### config.mk
export PLATFORM = sky130hd
export DESIGN_NAME = uart_rx_packetizer
export DESIGN_NICKNAME = d
export VERILOG_FILES = /design/src/rtl/uart_rx_packetizer.sv
export SDC_FILE = /design/constraint.sdc
export NUM_CORES = 1
export LEC_CHECK = 0
export CAP_MARGIN = 20
export CELL_PAD_IN_SITES_DETAIL_PLACEMENT = 1
export CELL_PAD_IN_SITES_GLOBAL_PLACEMENT = 1
export CORE_MARGIN = 5
export CORE_UTILIZATION = 45
export DETAILED_ROUTE_END_ITERATION = 7
export HOLD_SLACK_MARGIN = 0.05
export PLACE_DENSITY_LB_ADDON = 0.15
export SLEW_MARGIN = 40
export SYNTH_ARGS = -nofsm -noshare
export SYNTH_HDL_FRONTEND = slang
export SYNTH_SLANG_ARGS = --single-unit
### constraint.sdc
create_clock -name clk_i -period 3.58 [get_ports clk_i]
set_clock_uncertainty 0.15 [all_clocks]
set_input_delay 1.074 -clock clk_i [delete_from_list [all_inputs] [get_ports clk_i]]
set_output_delay 1.074 -clock clk_i [all_outputs]
set_load 0.005 [all_outputs]
### src/rtl/uart_rx_packetizer.sv
// uart_rx_packetizer: gathers uart_rx characters into wide host packets,
// discarding partial packets on framing error or idle timeout.
module uart_rx_packetizer #(
  parameter int data_bits_p      = 8,
  parameter int packet_bytes_p   = 16,
  parameter int timeout_cycles_p = 104160,
  localparam int packet_width_lp = data_bits_p*packet_bytes_p
) (
  input  logic                       clk_i,
  input  logic                       reset_i,
  input  logic                       rx_v_i,
  input  logic [data_bits_p-1:0]     rx_i,
  input  logic                       rx_error_i,
  output logic                       v_o,
  output logic [packet_width_lp-1:0] packet_o,
  input  logic                       yumi_i,
  output logic                       timeout_o,
  output logic                       frame_error_o,
  output logic [15:0]                drop_count_o
);

  localparam int cnt_w_lp =
    $clog2(packet_bytes_p+1);
  localparam int tmr_w_lp =
    (timeout_cycles_p > 1)
      ? $clog2(timeout_cycles_p) : 1;
  localparam logic [cnt_w_lp-1:0] last_lp =
    cnt_w_lp'(packet_bytes_p-1);
  localparam logic [tmr_w_lp-1:0] tmr_max_lp =
    tmr_w_lp'(timeout_cycles_p-1);

  typedef enum logic {
    FILL_S,
    HELD_S
  } state_e;

  state_e                     state_q;
  logic [cnt_w_lp-1:0]        cnt_q;
  logic [tmr_w_lp-1:0]        tmr_q;
  logic [packet_width_lp-1:0] buf_q;
  logic [packet_width_lp-1:0] pkt_q;
  logic                       v_q;
  logic                       timeout_q;
  logic                       ferr_q;
  logic [15:0]                drop_q;

  logic                xfer;
  logic                filling;
  logic [cnt_w_lp-1:0] base_cnt;
  logic                acc;
  logic                err;
  logic                tmo;
  logic                tick;
  logic                drop;

  // A completed buffer leaves HELD as soon as the output slot frees up;
  // that same cycle already behaves as FILL with an empty buffer.
  assign xfer     = (state_q == HELD_S)
                  & (~v_q | yumi_i);
  assign filling  = (state_q == FILL_S) | xfer;
  assign base_cnt = xfer ? '0 : cnt_q;

  assign acc  = filling & rx_v_i & ~rx_error_i;
  assign err  = filling & rx_error_i;
  assign tmo  = filling & ~rx_v_i & ~rx_error_i
              & (base_cnt != '0)
              & (tmr_q == tmr_max_lp);
  assign tick = filling & ~rx_v_i & ~rx_error_i
              & (base_cnt != '0)
              & (tmr_q != tmr_max_lp);
  assign drop = (state_q == HELD_S) & ~xfer
              & rx_v_i;

  always_ff @(posedge clk_i or negedge reset_i) begin
    if (!reset_i) begin
      state_q   <= FILL_S;
      cnt_q     <= '0;
      tmr_q     <= '0;
      buf_q     <= '0;
      pkt_q     <= '0;
      v_q       <= 1'b0;
      timeout_q <= 1'b0;
      ferr_q    <= 1'b0;
      drop_q    <= '0;
    end else begin
      timeout_q <= 1'b0;
      ferr_q    <= 1'b0;

      if (xfer) begin
        pkt_q   <= buf_q;
        v_q     <= 1'b1;
        state_q <= FILL_S;
        cnt_q   <= '0;
        tmr_q   <= '0;
      end else if (yumi_i) begin
        v_q <= 1'b0;
      end

      unique case (1'b1)
        acc: begin
          for (int k = 0; k < packet_bytes_p; k++) begin
            if (base_cnt == cnt_w_lp'(k))
              buf_q[k*data_bits_p +: data_bits_p] <= rx_i;
          end
          cnt_q <= base_cnt + 1'b1;
          tmr_q <= '0;
          if (base_cnt == last_lp)
            state_q <= HELD_S;
        end
        err: begin
          cnt_q  <= '0;
          tmr_q  <= '0;
          ferr_q <= 1'b1;
        end
        tmo: begin
          cnt_q     <= '0;
          tmr_q     <= '0;
          timeout_q <= 1'b1;
        end
        tick: begin
          tmr_q <= tmr_q + 1'b1;
        end
        default: begin
        end
      endcase

      if (drop && drop_q != 16'hFFFF)
        drop_q <= drop_q + 16'd1;
    end
  end

  assign v_o           = v_q;
  assign packet_o      = pkt_q;
  assign timeout_o     = timeout_q;
  assign frame_error_o = ferr_q;
  assign drop_count_o  = drop_q;

endmodule

### Word level (Yosys, flattened, before mapping)

Index checks and enable logic that the tools add are counted.

* output and inout port bits: 147
* word-level logic and storage cells: 97
* input bits: 13
* register bits: 298

* reduce and logical (&&, ||, !) cells: 23
* add/subtract/negate cells: 3
* multiplexer cells: 11
* bitwise operators: 18
* equality and inequality tests: 18

Operators with widths (number)
* $eq 5x4->1 const B: 8
* $pmux 17 s2: 1
* $reduce_and 2->1: 16
* $eq 5x3->1 const B: 4
* $add 17x1->17 const B: 1
* $eq 17x17->1 const B: 1
* $mux 17: 1
* $ne 17x17->1 const B: 1
* $add 16x1->16 const B: 1
* $ne 16x16->1 const B: 1
* $and 1x1->1: 11
* $eq 5x2->1 const B: 2
* $pmux 5 s2: 1
* $mux 1: 7
* $add 5x1->5 const B: 1
* $eq 5x1->1 const B: 1
* $logic_not 5->1: 1
* $mux 5: 1
* $not 1->1: 5
* $reduce_bool 5->1: 1
* $reduce_bool 3->1: 1
* $reduce_or 3->1: 1
* $or 1x1->1: 2
* $reduce_bool 2->1: 1
* 2 further kinds: 2

### Longest topological paths before layout

* depth in word-level cells: 10
* depth in mapped cells: 11
* gate-level depth less buffers: 9

### Worst setup path after synthesis

No wires, ideal clock.

* path kind: input -> register
* start: input yumi_i
* end: register cnt_q[4]
* buffers on the path: 2
* required time: 3285 ps
* setup time: 145 ps
* cell stages on the path: 10
* arrival time: 3043 ps
* setup slack: 242 ps
* cells stage by stage: nand2b_1 -> nand2_1 -> buf_2 -> buf_2 -> nand2_1 -> ha_1 -> o21ai_0 -> nand3_1 -> o21ai_0 -> o22ai_1

* cells in the longest elaborated chain, start to end: 9
* elaborated cells between the ends (all ways): 15
* classes of those cells: add/sub: 1; mux: 2; bitwise: 10; reduce/logical: 2

RTL lines
* start: declaration: line 16 `input logic yumi_i,`
* $or 1x1->1 (*): line 59 `& (~v_q | yumi_i);`
* $and 1x1->1 (*): line 59
* $or 1x1->1: line 60 `assign filling = (state_q == FILL_S) | xfer;`
* $and 1x1->1 (2 in a row): line 65 `assign tmo = filling & ~rx_v_i & ~rx_error_i`
* $and 1x1->1: line 66 `& (base_cnt != '0)`
* $and 1x1->1: line 67 `& (tmr_q == tmr_max_lp);`
* $reduce_or 2->1 (no source line)
* $pmux 5 s2 (*): line 99 `unique case (1'b1)`
* end signal: assignment: line 105 `cnt_q <= base_cnt + 1'b1;`
* end: declaration: line 38 `logic [cnt_w_lp-1:0] cnt_q;`

Mark *: on every way between the ends. The rest lies on a longest branch, timed or not.
A chain may end at the register's enable or synchronous reset.

### Worst setup path in the final report

* start: input yumi_i
* end: register buf_q[125]

* cells in the longest elaborated chain, start to end: 6
* elaborated cells between the ends (all ways): 8
* classes of those cells: eq/ne: 1; mux: 1; bitwise: 5; reduce/logical: 1

RTL lines
* $or 1x1->1 (*): line 59
* $and 1x1->1 (*): line 59
* $or 1x1->1: line 60
* $and 1x1->1 (2 in a row): line 63 `assign acc = filling & rx_v_i & ~rx_error_i;`
* $reduce_and 2->1 (no source line) (*)
* end signal: indexed assignment: line 103 `buf_q[k*data_bits_p +: data_bits_p] <= rx_i;`
* end: declaration: line 40 `logic [packet_width_lp-1:0] buf_q;`

Marked as above.

==> flow_summary.toml <==
[final_layout]
drive_above_1_share = 0.3657
n_fill_cell = 2446
fin_cells = 1333
final_cell_mix = "298 x dfrtp_1, 256 x mux2_2, 155 x clkdlybuf4s50_1, 31 x clkbuf_16, 29 x nand2_1"
nNetsFinal = 996
area_growth_pct = 26.34
antennaDiodeCount = 0
mostFrequentLayoutCell = "dfrtp_1"
postLayoutCoreUtil = 0.5768

[clocking]
htree_levels = 1
cts_setup_buffers = 0
numClockSinks = 298
path_clk_slew_ps = 60
cts_hold_buf = 0
cts_tree = "yes"
clockBufferDepth = 3
numCtsBuffers = 31
clk_latency_ps = 540
root_buffer = "clkbuf_16"
cts_resized = 0

[critical_path]
worstSetupEndpointType = "register"
cp_data_arrival_time_ps = 3270
cp_slowest_cell = "clkdlybuf4s50_1"
crit_buf_inv = 2
crit_chain = "clkdlybuf4s50_1 -> nand2b_1 -> nand2_4 -> nand2_1 -> inv_1 -> ha_1 -> and4_1 -> ha_1 -> nand2_2 -> mux2_2"
cp-start-kind = "input pin"
critPathKind = "input pin to register"
crit_fanout = 9
startpoint = "yumi_i"
required_ps = 3850
cpMostUsedCell = "ha_1"
reg2reg_from = "state_q"
slowest_delay_ps = 480
cp_top_family = "simple AND/OR/NAND/NOR gates"

[die]
die_h_um = 172.6
io_pins = 160
start_util = 0.4566
die_area_um2 = 29790
die_w_um = 172.6
coreArea_um2 = 26060
row_count = 59

[yosys]
synth_cell_types = 56
synth-seq-cells = 298
synth_area_um2 = 11900
synthCells = 795
synth.net_count = 815
ys_seq_area_frac = 0.6268
yosysWarnings = 0
avgSynthCellArea_um2 = 14.97

[global_routing]
grt_use_met1 = 0.2484
grt_pass1_vias = 8173
grt_overflow = 0
grt_pass1_wl_um = 46860
track_usage = 0.1915
grtUsageMet3 = 0.03210
antenna_found_initial = 0
met2_usage = 0.3363
grt_max_degree = 96
grt-busiest-layer = "met2"

[place]
portBuffers = 159
dpl.hpwl_um = 19170
placed_cells = 1277
place_congestion = 0.8176

[routing]
ant_nets = 0
wl_per_cell_um = 21.46
wirelength_um = 28600
drtPass1Iterations = 4
drcViolationCount = 0
drt-vias-per-instance = 5.385
drt_iter0_drc = 307
vias = 7178

[sta]
maxSlewViolCount = 0
setup_viol = 0
fmax_mhz = 333.0
post-route-period-util = 0.8388
whs_ps = 228.1
hold_viol_final = 0
worst_pin_slew_ps = 738.6
period_minus_slack_ps = 3003
maxSlewHeadroom = 0.5076
setup_tns_ps = 0
rsz0062_at_grt = "false"

[run_status]
outcome = "finished, final reports clean"

[run]
cap_violations = 0

[power_and_ir_drop]
irDropWorstVdd_v = 0.0003724
p_leak_nw = 7.251
p_total_mw = 7.615
power_per_cell_area_nw_per_um2 = 506.6

[worst_hold_path]
hp-class = "input pin to async pin"
[final timing paths]
path | end | slack (ps) | cells after the start
min in group clk_i | packet_o[104] | 350 | 1
setup reg to reg | buf_q[125] | 1110 | 8
setup / recovery | buf_q[125] | 580 | 10
hold reg to reg | packet_o[104] | 350 | 1
hold / removal | buf_q[39] | 230 | 1
max in group asynchronous | tmr_q[0] | 2010 | 3
[final cells by class]
class | count | area (um^2) | share of cell area
Clock inverter | 13 | 146.4 | 0.009739
Tap cell | 335 | 419.2 | 0.02788
Clock buffer | 42 | 897.1 | 0.05968
Inverter | 5 | 18.77 | 0.001249
Multi-Input combinational cell | 454 | 4252 | 0.2828
Timing Repair Buffer | 186 | 1842 | 0.1225
Sequential cell | 298 | 7457 | 0.4961
[synth_stat cells, drive strengths merged]
cell,count,area share
nand2,38,0.014
nor4b,2,0.0027
nand4,7,0.0042
xnor2,12,0.0088
nor4bb,1,0.00084
clkbuf,18,0.0058
o21ai,15,0.0063
or3b,1,0.00074
dfrtp,298,0.63
nand4b,1,0.00074
o22ai,1,0.00053
xor2,2,0.0015
inv,5,0.0016
nand3b,2,0.0016
o211a,1,0.00084
nor2,13,0.0043
and3,3,0.0020
and4b,1,0.0012
a22o,4,0.0029
a41oi,1,0.00074
a211o,1,0.00074
a21oi,10,0.0042
nand3,20,0.012
or4,1,0.00095
o31a,1,0.0015
or3,3,0.0016
a22oi,1,0.00063
and2,9,0.0054
mux2i,2,0.0017
and4,8,0.0059
nor2b,4,0.0021
ha,7,0.0074
nor4,2,0.0011
a31oi,9,0.0047
o41a,1,0.00095
and3b,1,0.00074
a21o,4,0.0025
mux2,257,0.24
nor3,5,0.0021
buf,20,0.0091
nand2b,2,0.0011
o41ai,1,0.0023
[kinds of logic after synthesis]
group / synth area share
compound gates: 0.02892
xor+xnor: 0.01031
fa+ha+maj: 0.007361
buf+inv: 0.01651
flops: 0.6268
mux: 0.2449
simple gates: 0.06520
[flip-flops by register name, indices dropped and copies added (netlist names), 5 cells and up]
register and count:
packet_o 128, cnt_q 5, tmr_q 17, buf_q 128
drop_count_o 16
[report_power, final]
| group | switching [mW] | internal, mW | leakage, nW |
|---|---|---|---|
| clock | 1.28 | 1.96 | 0.521 |
| combinational | 0.271 | 0.285 | 2.65 |
| sequential | 0.171 | 3.65 | 4.08 |
[per-stage QoR]
stage / area (um^2) / setup WS [ps]
CTS: 15000 / 576.5
finish: 15030 / 576.9
detailed placement: 13960 / -3.162
global route: 15030 / 455.6
floorplan: 11900 / 242.4
global placement: 13980 / 133.5
[metal layers]
metal  vias up  wire [um]  share of wire
met2       134      14910           0.52
met5         -          0              0
met4         0        682          0.024
met1      3778      11860           0.41
met3        49       1146          0.040
li1       3217          -              -
No activity file was read; power rests on OpenSTA's default activity.
